`config.mk`:
```
export PLATFORM = sky130hd
export DESIGN_NAME = cache_dir_agent_flat
export DESIGN_NICKNAME = d
export VERILOG_FILES = /design/src/rtl/coh_pkg.sv /design/src/rtl/cache_dir_agent_if.sv /design/src/rtl/cache_dir_req_map.sv /design/src/rtl/cache_dir_agent.sv /design/src/flat_wrapper.sv
export SDC_FILE = /design/constraint.sdc
export NUM_CORES = 1
export LEC_CHECK = 0
export CAP_MARGIN = 20
export CORE_AREA = 2 2 324 326
export CTS_BUF_LIST = sky130_fd_sc_hd__clkbuf_16
export DETAILED_ROUTE_END_ITERATION = 16
export DIE_AREA = 0 0 326 328
export GPL_ROUTABILITY_DRIVEN = 0
export PLACE_DENSITY = 0.4
export SLEW_MARGIN = 10
export SYNTH_ARGS = -nofsm -noshare
export SYNTH_HDL_FRONTEND = slang
export SYNTH_SLANG_ARGS = --single-unit
export TNS_END_PERCENT = 1
```
`constraint.sdc`:
```
create_clock -name clk -period 3.6 [get_ports clk]
set_input_delay 0.72 -clock clk [delete_from_list [all_inputs] [get_ports clk]]
set_output_delay 0.72 -clock clk [all_outputs]
set_load 0.03 [all_outputs]
```
`src/rtl/coh_pkg.sv`:
```
// Shared MSI directory-protocol definitions: opcodes, line states, source ID width,
// and the cache-side agent state encoding.
package coh_pkg;

    localparam int unsigned SRC_W = 2;

    typedef enum logic [2:0] {
        OP_NOOP  = 3'd0,
        OP_REPLY = 3'd2,
        OP_RD    = 3'd3,
        OP_WR    = 3'd4,
        OP_INV   = 3'd5,
        OP_UPD   = 3'd6,
        OP_RWITM = 3'd7
    } op_e;

    typedef enum logic [1:0] {
        LS_I = 2'd0,
        LS_S = 2'd1,
        LS_M = 2'd2
    } line_state_e;

    typedef enum logic [2:0] {
        ST_IDLE,
        ST_SEND,
        ST_WAIT_RPY,
        ST_SNP_LOOK,
        ST_SNP_WB,
        ST_DONE
    } agent_state_e;

    // Line state granted by the directory once the request it answers completes.
    function automatic logic [1:0] fill_state(op_e op);
        logic [1:0] st;
        unique case (op)
            OP_RD:             st = LS_S;
            OP_RWITM, OP_UPD:  st = LS_M;
            default:           st = LS_I;
        endcase
        return st;
    endfunction

endpackage

```
`src/rtl/cache_dir_agent_if.sv`:
```
// Directory-side request and message channels of the cache coherence agent.
interface cache_dir_agent_if
    import coh_pkg::*;
#(
    parameter int unsigned ADDR_W = 32,
    parameter int unsigned LINE_W = 128
);

    logic              dir_req_valid;
    logic              dir_req_ready;
    logic [2:0]        dir_req_op;
    logic [SRC_W-1:0]  dir_req_src;
    logic [ADDR_W-1:0] dir_req_addr;
    logic [LINE_W-1:0] dir_req_data;

    logic              dir_msg_valid;
    logic              dir_msg_ready;
    logic [2:0]        dir_msg_op;
    logic [SRC_W-1:0]  dir_msg_dest;
    logic [ADDR_W-1:0] dir_msg_addr;
    logic [LINE_W-1:0] dir_msg_data;

    modport master (
        output dir_req_valid, dir_req_op, dir_req_src, dir_req_addr, dir_req_data,
        input  dir_req_ready,
        input  dir_msg_valid, dir_msg_op, dir_msg_dest, dir_msg_addr, dir_msg_data,
        output dir_msg_ready
    );

    modport slave (
        input  dir_req_valid, dir_req_op, dir_req_src, dir_req_addr, dir_req_data,
        output dir_req_ready,
        output dir_msg_valid, dir_msg_op, dir_msg_dest, dir_msg_addr, dir_msg_data,
        input  dir_msg_ready
    );

endinterface

```
`src/rtl/cache_dir_req_map.sv`:
```
// Maps a cache request (store/evict/current state) to the directory opcode it needs,
// or to the line state reported immediately when no directory traffic is required.
module cache_dir_req_map
    import coh_pkg::*;
(
    input  logic       is_st,
    input  logic       evict,
    input  logic [1:0] line_state,
    output op_e        op,
    output logic       needs_dir,
    output logic [1:0] imm_state
);

    always_comb begin
        op        = OP_NOOP;
        needs_dir = 1'b0;
        imm_state = line_state;
        if (evict) begin
            imm_state = LS_I;
            if (line_state == LS_M) begin
                op        = OP_WR;
                needs_dir = 1'b1;
            end else if (line_state == LS_S) begin
                op        = OP_INV;
                needs_dir = 1'b1;
            end
        end else if (is_st) begin
            if (line_state == LS_I) begin
                op        = OP_RWITM;
                needs_dir = 1'b1;
            end else if (line_state == LS_S) begin
                op        = OP_UPD;
                needs_dir = 1'b1;
            end
        end else if (line_state == LS_I) begin
            op        = OP_RD;
            needs_dir = 1'b1;
        end
    end

endmodule

```
`src/rtl/cache_dir_agent.sv`:
```
// Cache-side MSI directory agent: issues miss/upgrade/evict requests, collects replies and
// services INV / forwarded-RD snoops. Define DIR_TIMEOUT_EN for the reply-timeout reissue.
module cache_dir_agent
    import coh_pkg::*;
#(
    parameter int unsigned MY_ID       = 1,
    parameter int unsigned ADDR_W      = 32,
    parameter int unsigned LINE_W      = 128,
    parameter int unsigned TIMEOUT_CYC = 255
) (
    input  logic              clk,
    input  logic              rst,

    input  logic              req_valid,
    output logic              req_ready,
    input  logic              req_is_st,
    input  logic              req_evict,
    input  logic [1:0]        req_line_state,
    input  logic [ADDR_W-1:0] req_addr,
    input  logic [LINE_W-1:0] req_data,

    cache_dir_agent_if.master dir,

    output logic              resp_valid,
    output logic [ADDR_W-1:0] resp_addr,
    output logic [LINE_W-1:0] resp_data,
    output logic [1:0]        resp_new_state,

    output logic              snp_valid,
    output logic              snp_inv,
    output logic [ADDR_W-1:0] snp_addr,
    input  logic              snp_ack,
    input  logic              snp_dirty,
    input  logic [LINE_W-1:0] snp_data,

    output logic              err_timeout
);

    localparam logic [SRC_W-1:0] MY_SRC = SRC_W'(MY_ID);

    if (MY_ID == 0 || MY_ID > 2 || TIMEOUT_CYC == 0) begin : g_cfg_err
        $error("cache_dir_agent: MY_ID must be 1 or 2 and TIMEOUT_CYC nonzero");
    end

    agent_state_e      state_q, state_d;
    agent_state_e      ret_q, ret_d;
    op_e               op_q, op_d;
    logic [ADDR_W-1:0] addr_q, addr_d;
    logic [LINE_W-1:0] data_q, data_d;
    logic [1:0]        new_state_q, new_state_d;
    logic [ADDR_W-1:0] snp_addr_q, snp_addr_d;
    logic              snp_inv_q, snp_inv_d;
    logic [LINE_W-1:0] wb_data_q, wb_data_d;

`ifdef DIR_TIMEOUT_EN
    localparam int unsigned TMO_W = (TIMEOUT_CYC < 256) ? 8 : $clog2(TIMEOUT_CYC + 1);
    logic [TMO_W-1:0] tmo_cnt_q, tmo_cnt_d;
    logic             err_q, err_d;
`endif

    op_e        map_op;
    logic       map_needs_dir;
    logic [1:0] map_imm_state;

    cache_dir_req_map u_req_map (
        .is_st      (req_is_st),
        .evict      (req_evict),
        .line_state (req_line_state),
        .op         (map_op),
        .needs_dir  (map_needs_dir),
        .imm_state  (map_imm_state)
    );

    op_e  msg_op;
    logic msg_for_me;
    logic msg_is_snoop;
    logic msg_is_reply;

    always_comb begin
        msg_op       = op_e'(dir.dir_msg_op);
        msg_for_me   = dir.dir_msg_valid && (dir.dir_msg_dest == MY_SRC);
        msg_is_snoop = msg_for_me && (msg_op == OP_INV || msg_op == OP_RD);
        msg_is_reply = msg_for_me && (msg_op == OP_REPLY) && (dir.dir_msg_addr == addr_q);
    end

    always_ff @(posedge clk or negedge rst) begin
        if (!rst) begin
            state_q     <= ST_IDLE;
            ret_q       <= ST_IDLE;
            op_q        <= OP_NOOP;
            addr_q      <= '0;
            data_q      <= '0;
            new_state_q <= LS_I;
            snp_addr_q  <= '0;
            snp_inv_q   <= 1'b0;
            wb_data_q   <= '0;
`ifdef DIR_TIMEOUT_EN
            tmo_cnt_q   <= '0;
            err_q       <= 1'b0;
`endif
        end else begin
            state_q     <= state_d;
            ret_q       <= ret_d;
            op_q        <= op_d;
            addr_q      <= addr_d;
            data_q      <= data_d;
            new_state_q <= new_state_d;
            snp_addr_q  <= snp_addr_d;
            snp_inv_q   <= snp_inv_d;
            wb_data_q   <= wb_data_d;
`ifdef DIR_TIMEOUT_EN
            tmo_cnt_q   <= tmo_cnt_d;
            err_q       <= err_d;
`endif
        end
    end

    always_comb begin
        state_d     = state_q;
        ret_d       = ret_q;
        op_d        = op_q;
        addr_d      = addr_q;
        data_d      = data_q;
        new_state_d = new_state_q;
        snp_addr_d  = snp_addr_q;
        snp_inv_d   = snp_inv_q;
        wb_data_d   = wb_data_q;
`ifdef DIR_TIMEOUT_EN
        tmo_cnt_d   = tmo_cnt_q;
        err_d       = err_q;
`endif
        unique case (state_q)
            ST_IDLE: begin
                // Any pending directory message blocks new requests, even one that is dropped.
                if (dir.dir_msg_valid) begin
                    if (msg_is_snoop) begin
                        snp_addr_d = dir.dir_msg_addr;
                        snp_inv_d  = (msg_op == OP_INV);
                        ret_d      = ST_IDLE;
                        state_d    = ST_SNP_LOOK;
                    end
                end else if (req_valid) begin
                    op_d        = map_op;
                    addr_d      = req_addr;
                    data_d      = req_data;
                    new_state_d = map_imm_state;
                    state_d     = map_needs_dir ? ST_SEND : ST_DONE;
                end
            end
            ST_SEND: begin
                if (dir.dir_req_ready) begin
                    if (op_q == OP_WR || op_q == OP_INV) begin
                        new_state_d = LS_I;
                        state_d     = ST_DONE;
                    end else begin
                        state_d     = ST_WAIT_RPY;
`ifdef DIR_TIMEOUT_EN
                        tmo_cnt_d   = '0;
`endif
                    end
                end
            end
            ST_WAIT_RPY: begin
                if (msg_is_snoop) begin
                    snp_addr_d = dir.dir_msg_addr;
                    snp_inv_d  = (msg_op == OP_INV);
                    ret_d      = ST_WAIT_RPY;
                    state_d    = ST_SNP_LOOK;
                end else if (msg_is_reply) begin
                    data_d      = dir.dir_msg_data;
                    new_state_d = fill_state(op_q);
                    state_d     = ST_DONE;
                end else begin
`ifdef DIR_TIMEOUT_EN
                    if (tmo_cnt_q == TMO_W'(TIMEOUT_CYC - 1)) begin
                        err_d   = 1'b1;
                        state_d = ST_SEND;
                    end else begin
                        tmo_cnt_d = tmo_cnt_q + 1'b1;
                    end
`endif
                end
            end
            ST_SNP_LOOK: begin
                if (snp_ack) begin
                    if (snp_dirty) begin
                        wb_data_d = snp_data;
                        state_d   = ST_SNP_WB;
                    end else begin
                        state_d   = ret_q;
                    end
                end
            end
            ST_SNP_WB: begin
                if (dir.dir_req_ready) begin
                    state_d = ret_q;
                end
            end
            ST_DONE: begin
                state_d = ST_IDLE;
            end
            default: begin
                state_d = ST_IDLE;
            end
        endcase
    end

    always_comb begin
        req_ready         = (state_q == ST_IDLE) && !dir.dir_msg_valid;
        dir.dir_msg_ready = (state_q == ST_IDLE) || (state_q == ST_WAIT_RPY);

        dir.dir_req_valid = (state_q == ST_SEND) || (state_q == ST_SNP_WB);
        dir.dir_req_src   = MY_SRC;
        dir.dir_req_op    = op_q;
        dir.dir_req_addr  = addr_q;
        dir.dir_req_data  = data_q;
        if (state_q == ST_SNP_WB) begin
            dir.dir_req_op   = OP_WR;
            dir.dir_req_addr = snp_addr_q;
            dir.dir_req_data = wb_data_q;
        end

        resp_valid     = (state_q == ST_DONE);
        resp_addr      = addr_q;
        resp_data      = data_q;
        resp_new_state = new_state_q;

        snp_valid = (state_q == ST_SNP_LOOK);
        snp_inv   = snp_inv_q;
        snp_addr  = snp_addr_q;

`ifdef DIR_TIMEOUT_EN
        err_timeout = err_q;
`else
        err_timeout = 1'b0;
`endif
    end

endmodule

```
`src/flat_wrapper.sv`:
```
// flat-port wrapper written by rule: the top's interface ports become plain ports
module cache_dir_agent_flat import coh_pkg::*;
#(
    parameter int unsigned MY_ID       = 1,
    parameter int unsigned ADDR_W      = 32,
    parameter int unsigned LINE_W      = 128,
    parameter int unsigned TIMEOUT_CYC = 255
)
  (clk, rst, req_valid, req_ready, req_is_st, req_evict, req_line_state, req_addr, req_data, resp_valid, resp_addr, resp_data, resp_new_state, snp_valid, snp_inv, snp_addr, snp_ack, snp_dirty, snp_data, err_timeout, dir_dir_req_valid, dir_dir_req_op, dir_dir_req_src, dir_dir_req_addr, dir_dir_req_data, dir_dir_req_ready, dir_dir_msg_valid, dir_dir_msg_op, dir_dir_msg_dest, dir_dir_msg_addr, dir_dir_msg_data, dir_dir_msg_ready);
  cache_dir_agent_if #(.ADDR_W(ADDR_W), .LINE_W(LINE_W)) dir_i ();
  input  logic clk;
  input  logic rst;
  input  logic req_valid;
  output logic req_ready;
  input  logic req_is_st;
  input  logic req_evict;
  input  logic [1:0] req_line_state;
  input  logic [ADDR_W-1:0] req_addr;
  input  logic [LINE_W-1:0] req_data;
  output logic resp_valid;
  output logic [ADDR_W-1:0] resp_addr;
  output logic [LINE_W-1:0] resp_data;
  output logic [1:0] resp_new_state;
  output logic snp_valid;
  output logic snp_inv;
  output logic [ADDR_W-1:0] snp_addr;
  input  logic snp_ack;
  input  logic snp_dirty;
  input  logic [LINE_W-1:0] snp_data;
  output logic err_timeout;
  output wire logic [$bits(dir_i.dir_req_valid)-1:0] dir_dir_req_valid;
  output wire logic [$bits(dir_i.dir_req_op)-1:0] dir_dir_req_op;
  output wire logic [$bits(dir_i.dir_req_src)-1:0] dir_dir_req_src;
  output wire logic [$bits(dir_i.dir_req_addr)-1:0] dir_dir_req_addr;
  output wire logic [$bits(dir_i.dir_req_data)-1:0] dir_dir_req_data;
  input wire logic [$bits(dir_i.dir_req_ready)-1:0] dir_dir_req_ready;
  input wire logic [$bits(dir_i.dir_msg_valid)-1:0] dir_dir_msg_valid;
  input wire logic [$bits(dir_i.dir_msg_op)-1:0] dir_dir_msg_op;
  input wire logic [$bits(dir_i.dir_msg_dest)-1:0] dir_dir_msg_dest;
  input wire logic [$bits(dir_i.dir_msg_addr)-1:0] dir_dir_msg_addr;
  input wire logic [$bits(dir_i.dir_msg_data)-1:0] dir_dir_msg_data;
  output wire logic [$bits(dir_i.dir_msg_ready)-1:0] dir_dir_msg_ready;
  assign dir_dir_req_valid = dir_i.dir_req_valid;
  assign dir_dir_req_op = dir_i.dir_req_op;
  assign dir_dir_req_src = dir_i.dir_req_src;
  assign dir_dir_req_addr = dir_i.dir_req_addr;
  assign dir_dir_req_data = dir_i.dir_req_data;
  assign dir_i.dir_req_ready = dir_dir_req_ready;
  assign dir_i.dir_msg_valid = dir_dir_msg_valid;
  assign dir_i.dir_msg_op = dir_dir_msg_op;
  assign dir_i.dir_msg_dest = dir_dir_msg_dest;
  assign dir_i.dir_msg_addr = dir_dir_msg_addr;
  assign dir_i.dir_msg_data = dir_dir_msg_data;
  assign dir_dir_msg_ready = dir_i.dir_msg_ready;
  cache_dir_agent #(.MY_ID(MY_ID), .ADDR_W(ADDR_W), .LINE_W(LINE_W), .TIMEOUT_CYC(TIMEOUT_CYC)) u_core (.clk(clk), .rst(rst), .req_valid(req_valid), .req_ready(req_ready), .req_is_st(req_is_st), .req_evict(req_evict), .req_line_state(req_line_state), .req_addr(req_addr), .req_data(req_data), .dir(dir_i), .resp_valid(resp_valid), .resp_addr(resp_addr), .resp_data(resp_data), .resp_new_state(resp_new_state), .snp_valid(snp_valid), .snp_inv(snp_inv), .snp_addr(snp_addr), .snp_ack(snp_ack), .snp_dirty(snp_dirty), .snp_data(snp_data), .err_timeout(err_timeout));
endmodule
```
==> results of run 1 <==
[state kept, by name, summed over array words and instances (netlist names)]
register               count
u_core.resp_data         128
u_core.wb_data_q         128
u_core.resp_addr          32
u_core.snp_addr           32
u_core.op_q                3
u_core.state_q             3
u_core.resp_new_state      2
u_core.ret_q               1
u_core.snp_inv             1
[per-layer routing]
| metal | wire length, um | share of wire (%) | up-vias | GRT usage, % |
|---|---|---|---|---|
| met4 | 1320 | 1.9 | 6 | 3.19 |
| li1 | - | - | 5881 | - |
| met3 | 5760 | 8.3 | 74 | 4.83 |
| met5 | 40 | 0.058 | - | 0 |
| met2 | 36300 | 52 | 522 | 22.8 |
| met1 | 26100 | 38 | 6221 | 13.7 |
[worst max-delay path by stage]
stage / endpoint / slack (ns) / startpoint / cells past startpoint
after global routing: dir_dir_req_data[68] / 0.001 / u_core.state_q[1] / 6
after floorplan: u_core.resp_addr[10] / 0.97 / dir_dir_msg_valid / 4
after global placement: u_core.resp_data[63] / 0.05 / dir_dir_msg_addr[21] / 9
after detailed placement: u_core.resp_data[58] / 0.002 / dir_dir_msg_addr[28] / 9
final: dir_dir_req_data[68] / 0.13 / u_core.state_q[1] / 6
after CTS: dir_dir_req_data[51] / -0.002 / u_core.state_q[1] / 6
[cells by family after synthesis]
family,count (synthesis)
simple gates,51
buf+inv,86
xor+xnor,35
flops,330
mux,613
fa+ha+maj,2
other cells,2
compound gates,29
[power by group]
group | switching, uW | internal, uW | leakage, uW | total (uW)
Combinational | 8500 | 7590 | 0.00674 | 16100
Sequential | 1460 | 5580 | 0.00400 | 7040
Clock | 1780 | 2630 | 0.000753 | 4410
Total | 11700 | 15800 | 0.0115 | 27500
[cells in the final DEF (no fill, tap or decap), types with 3 or more instances in the layout]
| cell type | count |
|---|---|
| xnor2_1 | 31 |
| mux2_1 | 100 |
| buf_4 | 44 |
| nor2_1 | 7 |
| nor2b_1 | 3 |
| inv_6 | 3 |
| diode_2 | 7 |
| nor4_2 | 3 |
| dlygate4sd2_1 | 9 |
| clkbuf_16 | 47 |
| inv_1 | 17 |
| conb_1 | 3 |
| nand2_1 | 10 |
| xor2_1 | 4 |
| dfrtp_1 | 330 |
| clkdlybuf4s50_1 | 772 |
| clkinv_1 | 6 |
| nand4_1 | 8 |
| o21ai_0 | 7 |
| mux2_2 | 513 |
| clkinv_2 | 9 |
| dlymetal6s2s_1 | 43 |
| a21oi_1 | 6 |
| buf_12 | 18 |
| bufinv_16 | 4 |
[per-stage QoR]
stage	setup WS [ns]	total power, uW	hold WS, ns	util, %	setup TNS, ns
after floorplan	0.972	16300	0.424	-	0
after global placement	0.0450	23600	0.484	25.9	0
after detailed placement	0.00249	23600	0.481	25.9	0
after CTS	-0.00168	28200	0.0762	27.3	-0.00168
after global routing	0.00130	29100	0.117	27.4	0
final	0.127	27500	0.116	27.4	0
[synthesized netlist by cell type, types with 2 or more instances]
| cell type | instances | area, um2 |
|---|---|---|
| conb_1 | 2 | 7.51 |
| dfrtp_1 | 330 | 8260 |
| a21oi_1 | 6 | 30.0 |
| ha_1 | 2 | 25.0 |
| nor2_1 | 7 | 26.3 |
| buf_6 | 3 | 33.8 |
| nor3_1 | 2 | 10.0 |
| mux2_2 | 513 | 5780 |
| o31ai_1 | 2 | 15.0 |
| o21ai_0 | 7 | 35.0 |
| buf_4 | 4 | 30.0 |
| nand2_1 | 11 | 41.3 |
| mux2_1 | 100 | 1130 |
| nand4_1 | 8 | 50.1 |
| nor2b_1 | 3 | 18.8 |
| buf_1 | 2 | 7.51 |
| clkbuf_1 | 36 | 135 |
| nor4_2 | 3 | 37.5 |
| and2_1 | 2 | 12.5 |
| nand2b_1 | 2 | 12.5 |
| nand3_1 | 2 | 10.0 |
| xor2_1 | 4 | 35.0 |
| a22o_1 | 2 | 17.5 |
| and3_1 | 4 | 25.0 |
| inv_1 | 6 | 22.5 |
| buf_12 | 10 | 200 |
| xnor2_1 | 31 | 272 |
| buf_2 | 23 | 115 |
[area by class of cell]
class                           count  area, um2
Tap cell                         1380       1730
Inverter                            7       26.3
Fill cell                       10650      74900
Clock inverter                     33        255
Sequential cell                   330       8260
Antenna cell                        7       17.5
Clock buffer                       47       1180
Timing Repair Buffer              889       9070
Multi-Input combinational cell    733       7760
==> impl_metrics.toml, run 1 <==
[synthesis]
ys_seq_elements = 330
synth_cells = 1148
synth_top_family_by_area = "multiplexers"
synth_seq_area_share_pct = 49.9
synth_compound_area_share_pct = 1.21
yosysUniqueCellTypes = 49
ys_async_sr_fraction_pct = 100
synth.avg_cell_area_um2 = 14.4
syn_area_um2 = 16600
synth_edf_count = 0
synthSimpleGateAreaFrac_pct = 1.78
yosys.area_share.adder_pct = 0.151
synthXorXnorAreaFrac_pct = 1.85
synthFlopType = "dfrtp_1"
synthMuxAreaShare_pct = 41.7
ys_warn_count = 0

[pwr]
power_density_nw_per_um2 = 973
p_leak_uw = 0.0115
ir_worst_vdd_mv = 0.451

[timing]
max_slew.worst_pin.slew_ns = 0.632
drv_slew = 0
finalHoldViolations = 0
setup_viol = 0
rsz0062_at_grt = "false"
period_share_pct = 96.5
clock.fmax_mhz = 288
finClkSkew_ns = 0.0199
slew_headroom_pct = 57.9
fin_crit_ns = 3.47

[clock_tree]
path_clk_slew_ns = 0.05
postCtsHoldBufs = 0
cts_tree = "built"
cts_setup_buffers = 0
clock_sinks = 330
root_buffer = "clkbuf_16"
cts_resized = 10
clock_path_buffers = 3
clk_latency_ns = 0.59
cts_buffers = 45
cts-htree-levels = 2

[final_layout]
layout-drive-gt1-share_pct = 32.0
finish.instance_area_um2 = 28300
layout.cells.non_filler = 3426
nets = 2472
area_growth_pct = 70.9

[routing]
drc_errors = 0
firstDrtPassIters = 4
wl_per_cell_um = 20.3
drt-vias-per-instance = 3.71
drtAntennaViolNets = 0
vias = 12704
wl_um = 69500
drtIter0Drc = 294

[setup_path]
cp_slowest_cell = "clkdlybuf4s50_1"
cp-start-kind = "flip-flop"
critPathArrivalTime_ns = 2.75
cp_num_buf_inv = 4
rr_worst_depth = 8
crit_type = "flip-flop to output port"
worst_ep_required_time_ns = 2.88
cp_top_family = "buffers and inverters"
r2r-end = "u_core.resp_data[51]"
slowest_delay_ns = 0.63
crit_fanout = 28
end_kind = "output port"
crit_path_frequent_cell = "buf_12"
rr_startpoint = "u_core.resp_addr[28]"
ff2ff_setup_slack_ns = 0.77
cp_cell_sequence = "inv_1, and3_4, buf_12, buf_12, mux2_2, clkdlybuf4s50_1"

[die]
rows = 118
io_pins = 830
die-area_um2 = 107000
die_w_um = 326
initial_core_util_pct = 16.0
die_height_um = 328
coreArea_um2 = 103000

[place]
dpl.cell_count = 3339
portBuffers = 826
post-dp-hpwl_um = 54900
dpl_cell_area_um2 = 26700

[grt]
grt_use_total_pct = 12.6
grt_pass1_wl_um = 101000
antenna_found_initial = 9
overflow = 0
grt_pass1_vias = 14449
grt_start_max_net_pins = 81

[run]
drv_cap = 0

[worst_hold_path]
hp-class = "input pin to async pin"

[outcome]
status = "finished clean"
Power figures use the tool's default switching activity.
==> inputs of run 2 (changes only) <==
Settings changed: CORE_AREA 2 2 324 326 to 10 10 314 316, DIE_AREA 0 0 326 328 to 0 0 324 326, GPL_TIMING_DRIVEN set to 0, PLACE_DENSITY 0.4 to 0.43.
==> run 2 against run 1 <==
Effect of this change:
- critical endpoint is now dir_dir_req_data[126]
- die area fell by 1.2%
- register-to-register slack got worse by 0.52 ns
- hold slack better by 0.017 ns
- sequential cell count is the same
- sequential share of layout area rose by 0.73 points
- sequential power fell by 0.7%
- clock power is 9.3% lower
==> impl_metrics.toml, run 2 (synthesized netlist as in run 1, its figures left out) <==
[final_layout]
layout_commonest_cell = "clkdlybuf4s50_1"
area_growth_pct = 66.7
layout-drive-gt1-share_pct = 32.1
utilization_pct = 29.8
finish.instance_area_um2 = 27600
final_cell_mix = "clkdlybuf4s50_1, mux2_2, dfrtp_1"
nets = 2491

[clock_tree]
cts-htree-levels = 2
cts_setup_buffers = 0
clock_path_buffers = 3
cts_buffers = 43
clk_latency_ns = 0.56
root_buffer = "clkbuf_16"
cts_tree = "built"
clock_sinks = 330
path_clk_slew_ns = 0.06

[routing]
met1Wirelength_um = 30100
top_layer_used = "met5"
drtIter0Drc = 401
wl_met3_um = 8050
drt-vias-per-instance = 4.01
drtAntennaViolNets = 0
vias = 13081
wl_um = 83300
firstDrtPassIters = 4
wl_per_cell_um = 25.5
wl_met2_um = 43100
drc_errors = 0

[grt]
grt_pass1_vias = 14716
grt_start_max_net_pins = 97
antenna_found_initial = 28
grt_pass1_wl_um = 115000
grt_use_total_pct = 15.0
overflow = 0

[setup_path]
rr_worst_depth = 8
crit_fanout = 7
crit_type = "flip-flop to output port"
cp-startpoint = "u_core.state_q[0]"
cp-start-kind = "flip-flop"
r2r-end = "u_core.resp_data[126]"
ff2ff_setup_slack_ns = 0.25
critPathArrivalTime_ns = 2.86
worst_ep_required_time_ns = 2.88
rr_startpoint = "u_core.state_q[0]"
end_kind = "output port"

[run]
drv_cap = 0

[timing]
rsz0062_at_grt = "true"
drv_slew = 0
hold_ws_ns = 0.132
finClkSkew_ns = 0.0203
max_slew.worst_pin.slew_ns = 0.813
finalHoldViolations = 0
slew_headroom_pct = 45.8
clock.fmax_mhz = 279
setup_viol = 0
period_share_pct = 99.5
fin_crit_ns = 3.58

[place]
portBuffers = 825
post-dp-hpwl_um = 67900
dpl_cell_area_um2 = 26400

[die]
rows = 112
coreArea_um2 = 92500
initial_core_util_pct = 17.9
die_height_um = 326
die-area_um2 = 106000
die_w_um = 324
io_pins = 830

[pwr]
power_density_nw_per_um2 = 978
ir_worst_vdd_mv = 0.486
p_leak_uw = 0.0113

[outcome]
status = "finished clean"

[worst_hold_path]
hp-class = "input pin to async pin"
run 2: changes by cell type in the layout (fill, tap and decap cells not counted), moves of 9 or more:
cell	delta
buf_2	+19
clkdlybuf4s50_1	-107
clkbuf_1	+18
dlymetal6s2s_1	-31
diode_2	+9
dlygate4sd2_1	+116
clkbuf_2	+24
buf_4	-35
run 2: area by class of cell:
cell class	count	area, um2
inverter	7	26.3
sequential	330	8260
clock inverter	26	160
multi-input combinational	733	7740
antenna	16	40.0
tap	1197	1500
timing repair buffer	831	8150
buffer	79	649
fill	9520	64900
clock buffer	43	1080
run 2: power breakdown:
part	total (uW)	leakage (uW)	internal [uW]	switching, uW
combinational	16000	0.00668	6960	9050
clock	4000	0.000646	2280	1730
sequential	6990	0.00400	5580	1410
run 2: through the flow:
| step | cells | power [uW] | setup TNS (ns) | setup WS [ns] |
|---|---|---|---|---|
| floorplan | 1149 | 16300 | 0 | 0.972 |
| global placement | 3171 | 24100 | -4857.82 | -14.49 |
| detailed placement | 3177 | 24100 | -33.89 | -0.524 |
| CTS | 3246 | 27700 | -1.77 | -0.168 |
| global route | 3254 | 28500 | -11.00 | -0.184 |
| finish | 3262 | 27000 | 0 | 0.0184 |
run 2: critical path, stage by stage, from the launching register on:
cell and delay, ns:
dfrtp_1 0.37, buf_4 0.17, inv_2 0.08, and3_1 0.15, clkbuf_1 0.17, clkbuf_8 0.22
clkbuf_4 0.21, buf_6 0.18, mux2_2 0.34, dlygate4sd2_1 0.39
run 2: repair_timing:
action / CTS / global route
resized for setup: 191 / 59
setup endpoints to repair: 167 / 160
pin swaps: 0 / 0
hold buffers: 0 / 0
run 2: per-layer routing:
layer / vias up / track usage (%)
met3: 100 / 6.14
met1: 6499 / 15.7
met4: 14 / 4.39
met2: 535 / 27.1
li1: 5933 / -
met5: - / 0
run 2: worst max-delay path by stage:
stage | depth (start not counted) | slack [ns] | end
6_report | 9 | 0.02 | dir_dir_req_data[126]
5_1_grt | 9 | -0.18 | dir_dir_req_data[126]
4_1_cts | 8 | -0.17 | dir_dir_req_addr[27]
3_5_place_dp | 8 | -0.52 | dir_dir_req_data[6]
3_3_place_gp | 1 | -14.49 | u_core.resp_addr[17]
2_1_floorplan | 4 | 0.97 | u_core.resp_addr[10]
